===== src/rtl/key_expander.sv =====
// AES-128 round-key generator: emits rk0..rk10 one at a time over a valid/ready port.
// The next round key is derived from the key currently on the port, so no schedule storage is needed.
module key_expander (
  input  logic         clk,
  input  logic         rst,
  input  logic         start,
  input  logic [127:0] key_in,
  input  logic         rk_ready,
  output logic         rk_valid,
  output logic [127:0] round_key,
  output logic [3:0]   rk_index,
  output logic         busy,
  output logic         done
);

  // Handshake: a round key transfers on any cycle where rk_valid && rk_ready;
  // while rk_valid is high and rk_ready is low, round_key/rk_index hold steady.

  typedef enum logic {IDLE, EMIT} state_t;

  localparam logic [7:0] SBOX [256] = '{
    8'h63, 8'h7c, 8'h77, 8'h7b, 8'hf2, 8'h6b, 8'h6f, 8'hc5, 8'h30, 8'h01, 8'h67, 8'h2b, 8'hfe, 8'hd7, 8'hab, 8'h76,
    8'hca, 8'h82, 8'hc9, 8'h7d, 8'hfa, 8'h59, 8'h47, 8'hf0, 8'had, 8'hd4, 8'ha2, 8'haf, 8'h9c, 8'ha4, 8'h72, 8'hc0,
    8'hb7, 8'hfd, 8'h93, 8'h26, 8'h36, 8'h3f, 8'hf7, 8'hcc, 8'h34, 8'ha5, 8'he5, 8'hf1, 8'h71, 8'hd8, 8'h31, 8'h15,
    8'h04, 8'hc7, 8'h23, 8'hc3, 8'h18, 8'h96, 8'h05, 8'h9a, 8'h07, 8'h12, 8'h80, 8'he2, 8'heb, 8'h27, 8'hb2, 8'h75,
    8'h09, 8'h83, 8'h2c, 8'h1a, 8'h1b, 8'h6e, 8'h5a, 8'ha0, 8'h52, 8'h3b, 8'hd6, 8'hb3, 8'h29, 8'he3, 8'h2f, 8'h84,
    8'h53, 8'hd1, 8'h00, 8'hed, 8'h20, 8'hfc, 8'hb1, 8'h5b, 8'h6a, 8'hcb, 8'hbe, 8'h39, 8'h4a, 8'h4c, 8'h58, 8'hcf,
    8'hd0, 8'hef, 8'haa, 8'hfb, 8'h43, 8'h4d, 8'h33, 8'h85, 8'h45, 8'hf9, 8'h02, 8'h7f, 8'h50, 8'h3c, 8'h9f, 8'ha8,
    8'h51, 8'ha3, 8'h40, 8'h8f, 8'h92, 8'h9d, 8'h38, 8'hf5, 8'hbc, 8'hb6, 8'hda, 8'h21, 8'h10, 8'hff, 8'hf3, 8'hd2,
    8'hcd, 8'h0c, 8'h13, 8'hec, 8'h5f, 8'h97, 8'h44, 8'h17, 8'hc4, 8'ha7, 8'h7e, 8'h3d, 8'h64, 8'h5d, 8'h19, 8'h73,
    8'h60, 8'h81, 8'h4f, 8'hdc, 8'h22, 8'h2a, 8'h90, 8'h88, 8'h46, 8'hee, 8'hb8, 8'h14, 8'hde, 8'h5e, 8'h0b, 8'hdb,
    8'he0, 8'h32, 8'h3a, 8'h0a, 8'h49, 8'h06, 8'h24, 8'h5c, 8'hc2, 8'hd3, 8'hac, 8'h62, 8'h91, 8'h95, 8'he4, 8'h79,
    8'he7, 8'hc8, 8'h37, 8'h6d, 8'h8d, 8'hd5, 8'h4e, 8'ha9, 8'h6c, 8'h56, 8'hf4, 8'hea, 8'h65, 8'h7a, 8'hae, 8'h08,
    8'hba, 8'h78, 8'h25, 8'h2e, 8'h1c, 8'ha6, 8'hb4, 8'hc6, 8'he8, 8'hdd, 8'h74, 8'h1f, 8'h4b, 8'hbd, 8'h8b, 8'h8a,
    8'h70, 8'h3e, 8'hb5, 8'h66, 8'h48, 8'h03, 8'hf6, 8'h0e, 8'h61, 8'h35, 8'h57, 8'hb9, 8'h86, 8'hc1, 8'h1d, 8'h9e,
    8'he1, 8'hf8, 8'h98, 8'h11, 8'h69, 8'hd9, 8'h8e, 8'h94, 8'h9b, 8'h1e, 8'h87, 8'he9, 8'hce, 8'h55, 8'h28, 8'hdf,
    8'h8c, 8'ha1, 8'h89, 8'h0d, 8'hbf, 8'he6, 8'h42, 8'h68, 8'h41, 8'h99, 8'h2d, 8'h0f, 8'hb0, 8'h54, 8'hbb, 8'h16
  };

  // Round constant used when stepping from round idx to round idx+1.
  function automatic logic [7:0] rcon_for(input logic [3:0] idx);
    case (idx)
      4'd0:    rcon_for = 8'h01;
      4'd1:    rcon_for = 8'h02;
      4'd2:    rcon_for = 8'h04;
      4'd3:    rcon_for = 8'h08;
      4'd4:    rcon_for = 8'h10;
      4'd5:    rcon_for = 8'h20;
      4'd6:    rcon_for = 8'h40;
      4'd7:    rcon_for = 8'h80;
      4'd8:    rcon_for = 8'h1b;
      4'd9:    rcon_for = 8'h36;
      default: rcon_for = 8'h00;
    endcase
  endfunction

  state_t       state, state_n;
  logic         rk_valid_n, busy_n, done_n;
  logic [127:0] round_key_n, next_key;
  logic [3:0]   rk_index_n;
  logic [31:0]  rot_w3, temp, w0n, w1n, w2n, w3n;

  always_comb begin
    rot_w3 = {round_key[23:0], round_key[31:24]};
    temp   = {SBOX[rot_w3[31:24]] ^ rcon_for(rk_index), SBOX[rot_w3[23:16]],
              SBOX[rot_w3[15:8]], SBOX[rot_w3[7:0]]};
    w0n    = round_key[127:96] ^ temp;
    w1n    = round_key[95:64]  ^ w0n;
    w2n    = round_key[63:32]  ^ w1n;
    w3n    = round_key[31:0]   ^ w2n;
    next_key = {w0n, w1n, w2n, w3n};
  end

  always_comb begin
    state_n     = state;
    rk_valid_n  = rk_valid;
    busy_n      = busy;
    round_key_n = round_key;
    rk_index_n  = rk_index;
    done_n      = 1'b0;
    case (state)
      IDLE: begin
        if (start) begin
          state_n     = EMIT;
          round_key_n = key_in;
          rk_index_n  = 4'd0;
          rk_valid_n  = 1'b1;
          busy_n      = 1'b1;
        end
      end
      EMIT: begin
        if (rk_ready) begin
          if (rk_index == 4'd10) begin
            state_n    = IDLE;
            rk_valid_n = 1'b0;
            busy_n     = 1'b0;
            done_n     = 1'b1;
          end else begin
            round_key_n = next_key;
            rk_index_n  = rk_index + 4'd1;
          end
        end
      end
      default: state_n = IDLE;
    endcase
  end

  always_ff @(posedge clk) begin
    if (rst) begin
      state     <= IDLE;
      rk_valid  <= 1'b0;
      busy      <= 1'b0;
      done      <= 1'b0;
      rk_index  <= 4'd0;
      round_key <= 128'd0;
    end else begin
      state     <= state_n;
      rk_valid  <= rk_valid_n;
      busy      <= busy_n;
      done      <= done_n;
      rk_index  <= rk_index_n;
      round_key <= round_key_n;
    end
  end

endmodule


===== config.mk =====
export PLATFORM = sky130hd
export DESIGN_NAME = key_expander
export DESIGN_NICKNAME = d
export VERILOG_FILES = /design/src/rtl/key_expander.sv
export SDC_FILE = /design/constraint.sdc
export NUM_CORES = 1
export LEC_CHECK = 0
export BUFFER_PORTS_ARGS = -buffer_cell sky130_fd_sc_hd__buf_4
export CAP_MARGIN = 10
export CELL_PAD_IN_SITES_DETAIL_PLACEMENT = 1
export CELL_PAD_IN_SITES_GLOBAL_PLACEMENT = 2
export CORE_MARGIN = 2
export CORE_UTILIZATION = 38
export DETAILED_ROUTE_END_ITERATION = 8
export PLACE_DENSITY_LB_ADDON = 0.1
export RECOVER_POWER = 100
export SYNTH_ARGS = -nofsm -noshare
export SYNTH_HDL_FRONTEND = slang
export SYNTH_SLANG_ARGS = --single-unit

===== constraint.sdc =====
create_clock -name clk -period 11.1 [get_ports clk]
set_clock_uncertainty 0.05 [all_clocks]
set_input_delay 1.11 -clock clk [delete_from_list [all_inputs] [get_ports clk]]
set_output_delay 1.11 -clock clk [all_outputs]
set_load 0.05 [all_outputs]

== Word-level counts from Yosys, hierarchy flattened ==
Memory sizes are Yosys's and may differ from the RTL's. A register that Yosys moved wholly into a read port is not among the register bits.
Cells that the tools add are included.
Storage, ports and cells
  register bits: 135
  ROM bits: 8320
  input bits: 132
  output and inout port bits: 135
  logic and storage cells: 61
  memories kept: 5
Operators by class
  add/sub/neg operators: 1
  magnitude comparators: 4
  equal/unequal tests: 5
  muxes and demuxes: 27
  bitwise gates (word level): 11
  reduce and logical (&&, ||, !) cells: 3
Memories
  (no name shown): words 256, bits a word 8, rd ports 1, clocked after memory_dff 0, wr ports 0, line 66  | SBOX[rot_w3[15:8]], SBOX[rot_w3[7:0]]};
  (no name shown): words 256, bits a word 8, rd ports 1, clocked after memory_dff 0, wr ports 0, line 66
  (no name shown): words 256, bits a word 8, rd ports 1, clocked after memory_dff 0, wr ports 0, line 65  | temp = {SBOX[rot_w3[31:24]] ^ rcon_for(rk_index), SBOX[rot_w3[23:16]],
  (no name shown): words 256, bits a word 8, rd ports 1, clocked after memory_dff 0, wr ports 0, line 65
  (no name shown): words 16, bits a word 8, rd ports 1, clocked after memory_dff 1, wr ports 0, line 42  | case (idx)
Operators by type and width (number)
  128-bit 2-to-1 mux: 3
  128-bit case mux with 2 select lines: 1
  32-bit bitwise XOR: 4
  8-bit 2-to-1 mux: 8
  9-bit greater-or-equal comparator, second input constant: 4
  8-bit NOT with 9-bit output: 4
  4-bit 2-to-1 mux: 5
  4-bit case mux with 2 select lines: 1
  8-bit bitwise XOR: 1
  1-bit 2-to-1 mux: 7
  2-bit != test, second input constant: 3
  3-bit AND reduction: 2
  4-bit by 1-bit adder with 4-bit output, second input constant: 1
  4-bit equality test, second input constant: 1
  1-bit case mux with 2 select lines: 2
  3-bit OR reduction: 1
  2-bit by 1-bit != test with 1-bit output, second input constant: 1
  1-bit NOT: 2

== Logic depth before layout (Yosys ltp) ==
  depth in word-level cells: 12
  depth in mapped cells: 16

== Least setup slack after synthesis ==
Ideal clock, no wire load.
  kind: register to register
  from: register round_key[25]
  to: register round_key[0]
  data arrival time: 4456 ps
  setup slack: 6503 ps
  stages on the path, launching flop included: 15
  cell sequence: dfxtp_1 -> buf_2 -> buf_2 -> clkbuf_1 -> inv_1 -> ha_1 -> buf_4 -> mux2_4 -> mux4_2 -> a211o_1 -> mux4_2 -> xnor2_2 -> xnor2_1 -> nor2_1 -> a311oi_1
On the way
  longest elaborated chain between the ends: 11
Ends and longest elaborated chain
  start: declaration: line 10  | output logic [127:0] round_key,
  start signal: assignment: line 122  | round_key <= round_key_n;
  8-bit NOT with 9-bit output (implied by the code): line 66
  memory read 256 x 8 bit
  8-bit 2-to-1 mux (implied by the code) (2 in a row): line 66
  32-bit bitwise XOR: line 67  | w0n = round_key[127:96] ^ temp;
  32-bit bitwise XOR: line 68  | w1n = round_key[95:64] ^ w0n;
  32-bit bitwise XOR: line 69  | w2n = round_key[63:32] ^ w1n;
  32-bit bitwise XOR: line 70  | w3n = round_key[31:0] ^ w2n;
  128-bit 2-to-1 mux: line 93  | if (rk_index == 4'd10) begin
  128-bit 2-to-1 mux: line 92  | if (rk_ready) begin
  128-bit case mux with 2 select lines: line 81  | case (state)
No other way between the ends. The select of a mux whose other input is x is not followed.
A chain may end at the register's enable or synchronous reset.

== Worst setup path in the final report ==
  from: register round_key[27]
  to: register round_key[2]
The elaborated chain is that of the path after synthesis.

==> summary.txt <==
Outcome
  • Result of the run: finished with violations
  • Failing checks: max-capacitance violations, max-slew violations

Logic synthesis
  • Count of mapped cells out of synthesis: 3283
  • Synth Warn #: 0
  • Share of synthesized registers carrying an async set or reset: 0%
  • Cell area after synthesis: 23400 um^2
  • Leading cell types by total area after synthesis: dfxtp_1 (12%), mux4_2 (5.7%), a21oi_1 (5.3%)
  • Mean instance size in the synthesized netlist: 7.12 um^2
  • Post-synth top area cell: dfxtp_1
  • Share of synthesized area occupied by flip-flops and latches: 12.3%
  • Most common library cells after synthesis: nand2_1 (309), a21oi_1 (247), nor2_1 (224), o21ai_0 (207), clkbuf_1 (185)
  • Area share of the largest cell type after synthesis: 12.3%
  • Flop and latch count out of synthesis: 143
  • Count of flip-flops with a built-in enable after synthesis: 0
  • Top-count cell post-synth: nand2_1
  • Distinct cells, synth: 120
  • Synthesized netlist net count: 3477
  • Predominant post-synthesis flop cell: dfxtp_1

Job
  • Max Cap Violations: 29

Timing
  • Post-layout minimum cycle time: 7.74 ns
  • Max_slew headroom: -136%
  • Transition time at the pin with the least slew margin: 3.54 ns
  • Setup repair after global routing missed its margin: no
  • Fin. Hold Viols: 0
  • Share of the clock period used by the worst path: 69.8%
  • Final count of negative-setup-slack endpoints: 0
  • Max Slew Vio Count: 1572
  • Upper clock frequency limit: 129 MHz
  • TNS Setup: 0 ns

Worst setup path
  • Crit path capture type: flop
  • Critical Path Start Type: flop
  • Required time of the critical path: 11.26 ns
  • Worst R2R Setup Slack: 3.36 ns
  • Critical path's slowest cell: clkbuf_1
  • Worst Path Class, Setup: reg2reg
  • Crit path buf inv count: 1
  • Critical Path Max Stage Delay: 2.23 ns
  • Crit path arrival time: 7.90 ns
  • Launching point of the worst reg2reg path: round_key[27]
  • Largest fanout of any net on the critical path: 72
  • Top cell family by delay on the critical path: buffers and inverters
  • Worst reg2reg endpoint: round_key[2]
  • Worst-case reg-to-reg path depth: 10
  • Cell-by-cell listing of the critical path: clkbuf_1 -> nand2_1 -> nor2_1 -> nor4_1 -> a211o_1 -> a32oi_1 -> mux2i_1 -> a221o_1 -> a211oi_1 -> o22ai_1

Clocking
  • Clock Tree Root: clkbuf_16
  • Worst-case clock buffer depth: 2
  • Latest clock arrival within the worst-skew pair: 0.48 ns
  • Post-CTS Setup Inserts: 0
  • Number of cells upsized or downsized after cts: 0
  • Number of H-tree levels: 4
  • Hold-fix buffers at CTS: 0
  • Number of sinks on the clock net: 143
  • Total clock buffers created by CTS: 17
  • Clock tree from TritonCTS: done
  • Reg clk slew, reported paths: 0.07 ns

Final layout
  • Proportion of layout cells with a drive suffix above 1: 11.7%
  • NumNets Final: 3430
  • Sequential cell area: 2890 um^2
  • Area of the multi-input gates: 18400 um^2
  • Final core area utilization: 41.1%
  • Fill count: 7697
  • Synthesis-to-layout area growth: 6.45%

Global route
  • Global-route wire length before repair: 181 mm
  • Sum of overflow across all layers after global routing: 0
  • Number of global-route vias before repair: 26846
  • Pin count of the biggest net entering global routing: 98
  • Number of antenna violations at the first check in global routing: 4
  • Total GRT Usage: 37.2%

Floorplanning
  • Die Outline Area: 63500 um^2
  • Initial Util: 38.6%
  • I/O pins: 267
  • Core ar.: 60600 um^2
  • Row cnt: 90
  • Overall die width: 252 um
  • Die Y-Extent: 252 um

Drt
  • Number of detailed-routing iterations run before antenna repair: 6
  • Routed wire length: 122 mm
  • Number of remaining DRC errors: 0
  • Total number of vias: 28114
  • Avg Vias per Cell: 6.97
  • Count of nets left with antenna violations after detail routing: 0
  • Routed wire per std cell: 30.3 um
  • Initial DRC count: 3314

Worst hold path
  • Hold path startpoint: round_key[120]
  • Hold crit path type: reg2reg
  • Worst hold path endpoint: round_key[120]
  • Hold path depth: 2

Place
  • RD Place Congestion: 1.00
  • Buffers added on ports: 266
  • Post-DP HPWL: 85.5 mm

Power
  • VDD IR-drop max: 0.134 mV
  • Power per Cell Area: 217 nW/um^2
  • Leakage power: 8.76 nW
==> where the power goes <==
part | internal [mW] | leakage (nW) | total, mW | switching [mW]
sequential | 0.587 | 1.18 | 0.771 | 0.184
combinational | 1.41 | 7.31 | 4.06 | 2.64
clock | 0.306 | 0.271 | 0.579 | 0.273
==> per-layer routing <==
metal	share of wire, %	global-route usage [%]
met3	10	8.23
met4	3.7	13.0
met2	44	56.6
met5	0.0074	0
met1	43	51.6
==> worst max-delay path by stage <==
stage,cells past startpoint,slack (ns),endpoint,from
after floorplan,14,6.50,round_key[0],round_key[25]
after global placement,12,6.38,round_key[72],round_key[1]
after detailed placement,11,6.27,round_key[20],round_key[9]
after CTS,11,6.22,round_key[20],round_key[9]
after global routing,10,2.88,round_key[2],round_key[27]
final,10,3.36,round_key[2],round_key[27]
==> through the flow <==
stage	instances	instance area, um^2	hold WS, ns	worst slack, ns	total power [mW]
after floorplan	3283	23400	0.574	6.50	3.59
after global placement	3999	25000	0.423	6.38	4.73
after detailed placement	3999	25000	0.440	6.27	4.78
after CTS	4031	25500	0.450	6.22	5.38
after global routing	4031	24900	0.474	2.88	5.68
final	4032	24900	0.445	3.36	5.41
==> registers in the layout, summed over array words and instances, names as in the netlist, named ones only <==
register   count
done           1
round_key    128
state          1
rk_index       4
busy           1
==> worst reg2reg max path: cells and delay by family (launching register included) <==
family / cells / cell delay (ns)
buffers and inverters: 1 / 2.25
multiplexers: 1 / 0.18
AND/OR/NAND/NOR: 3 / 1.19
flip-flops: 1 / 1.84
AO/OA/AOI/OAI: 5 / 1.96
==> area by class of cell <==
type | count | share of cell area (%)
antenna | 1 | 0.0101
clock buffer | 21 | 1.90
inverter | 56 | 0.865
multi-input combinational | 2699 | 73.8
timing repair buffer | 319 | 7.58
clock inverter | 11 | 0.307
tap | 782 | 3.93
sequential | 143 | 11.6
==> placed cells by master, fill, tap and decap left out, drive strengths merged, types with 24 or more instances in the layout <==
master,netlist,routed
nand2,310,310
a21oi,248,248
nor2,229,229
o21ai,209,209
buf,199,183
clkbuf,186,157
dfxtp,143,143
nand3,127,127
nand2b,109,109
nor2b,96,96
a31oi,86,86
nor3,86,86
xnor2,71,71
a211oi,66,66
ha,62,62
mux4,59,59
mux2i,59,59
inv,51,55
a311oi,48,48
o31ai,45,45
o211ai,44,44
xor2,39,39
o311ai,38,38
and2,37,37
or3,36,36
a21o,34,34
and3,32,32
a22oi,31,31
or2,31,31
nor4,29,29
nor3b,25,25
nand3b,24,24
==> cell families (layout without fill, tap and decap cells) <==
family | after synthesis | after routing | synth area share (%)
AND/OR/NAND/NOR | 1229 | 1229 | 26.9
AO/OA/AOI/OAI | 1149 | 1149 | 34.2
buffers and inverters | 441 | 407 | 8.70
flip-flops | 143 | 143 | 12.3
multiplexers | 139 | 139 | 9.24
XOR/XNOR | 119 | 119 | 5.35
adder cells (fa/ha/maj) | 63 | 63 | 3.36
other | 0 | 1 | 0
No activity file was read; power rests on OpenSTA's default activity.
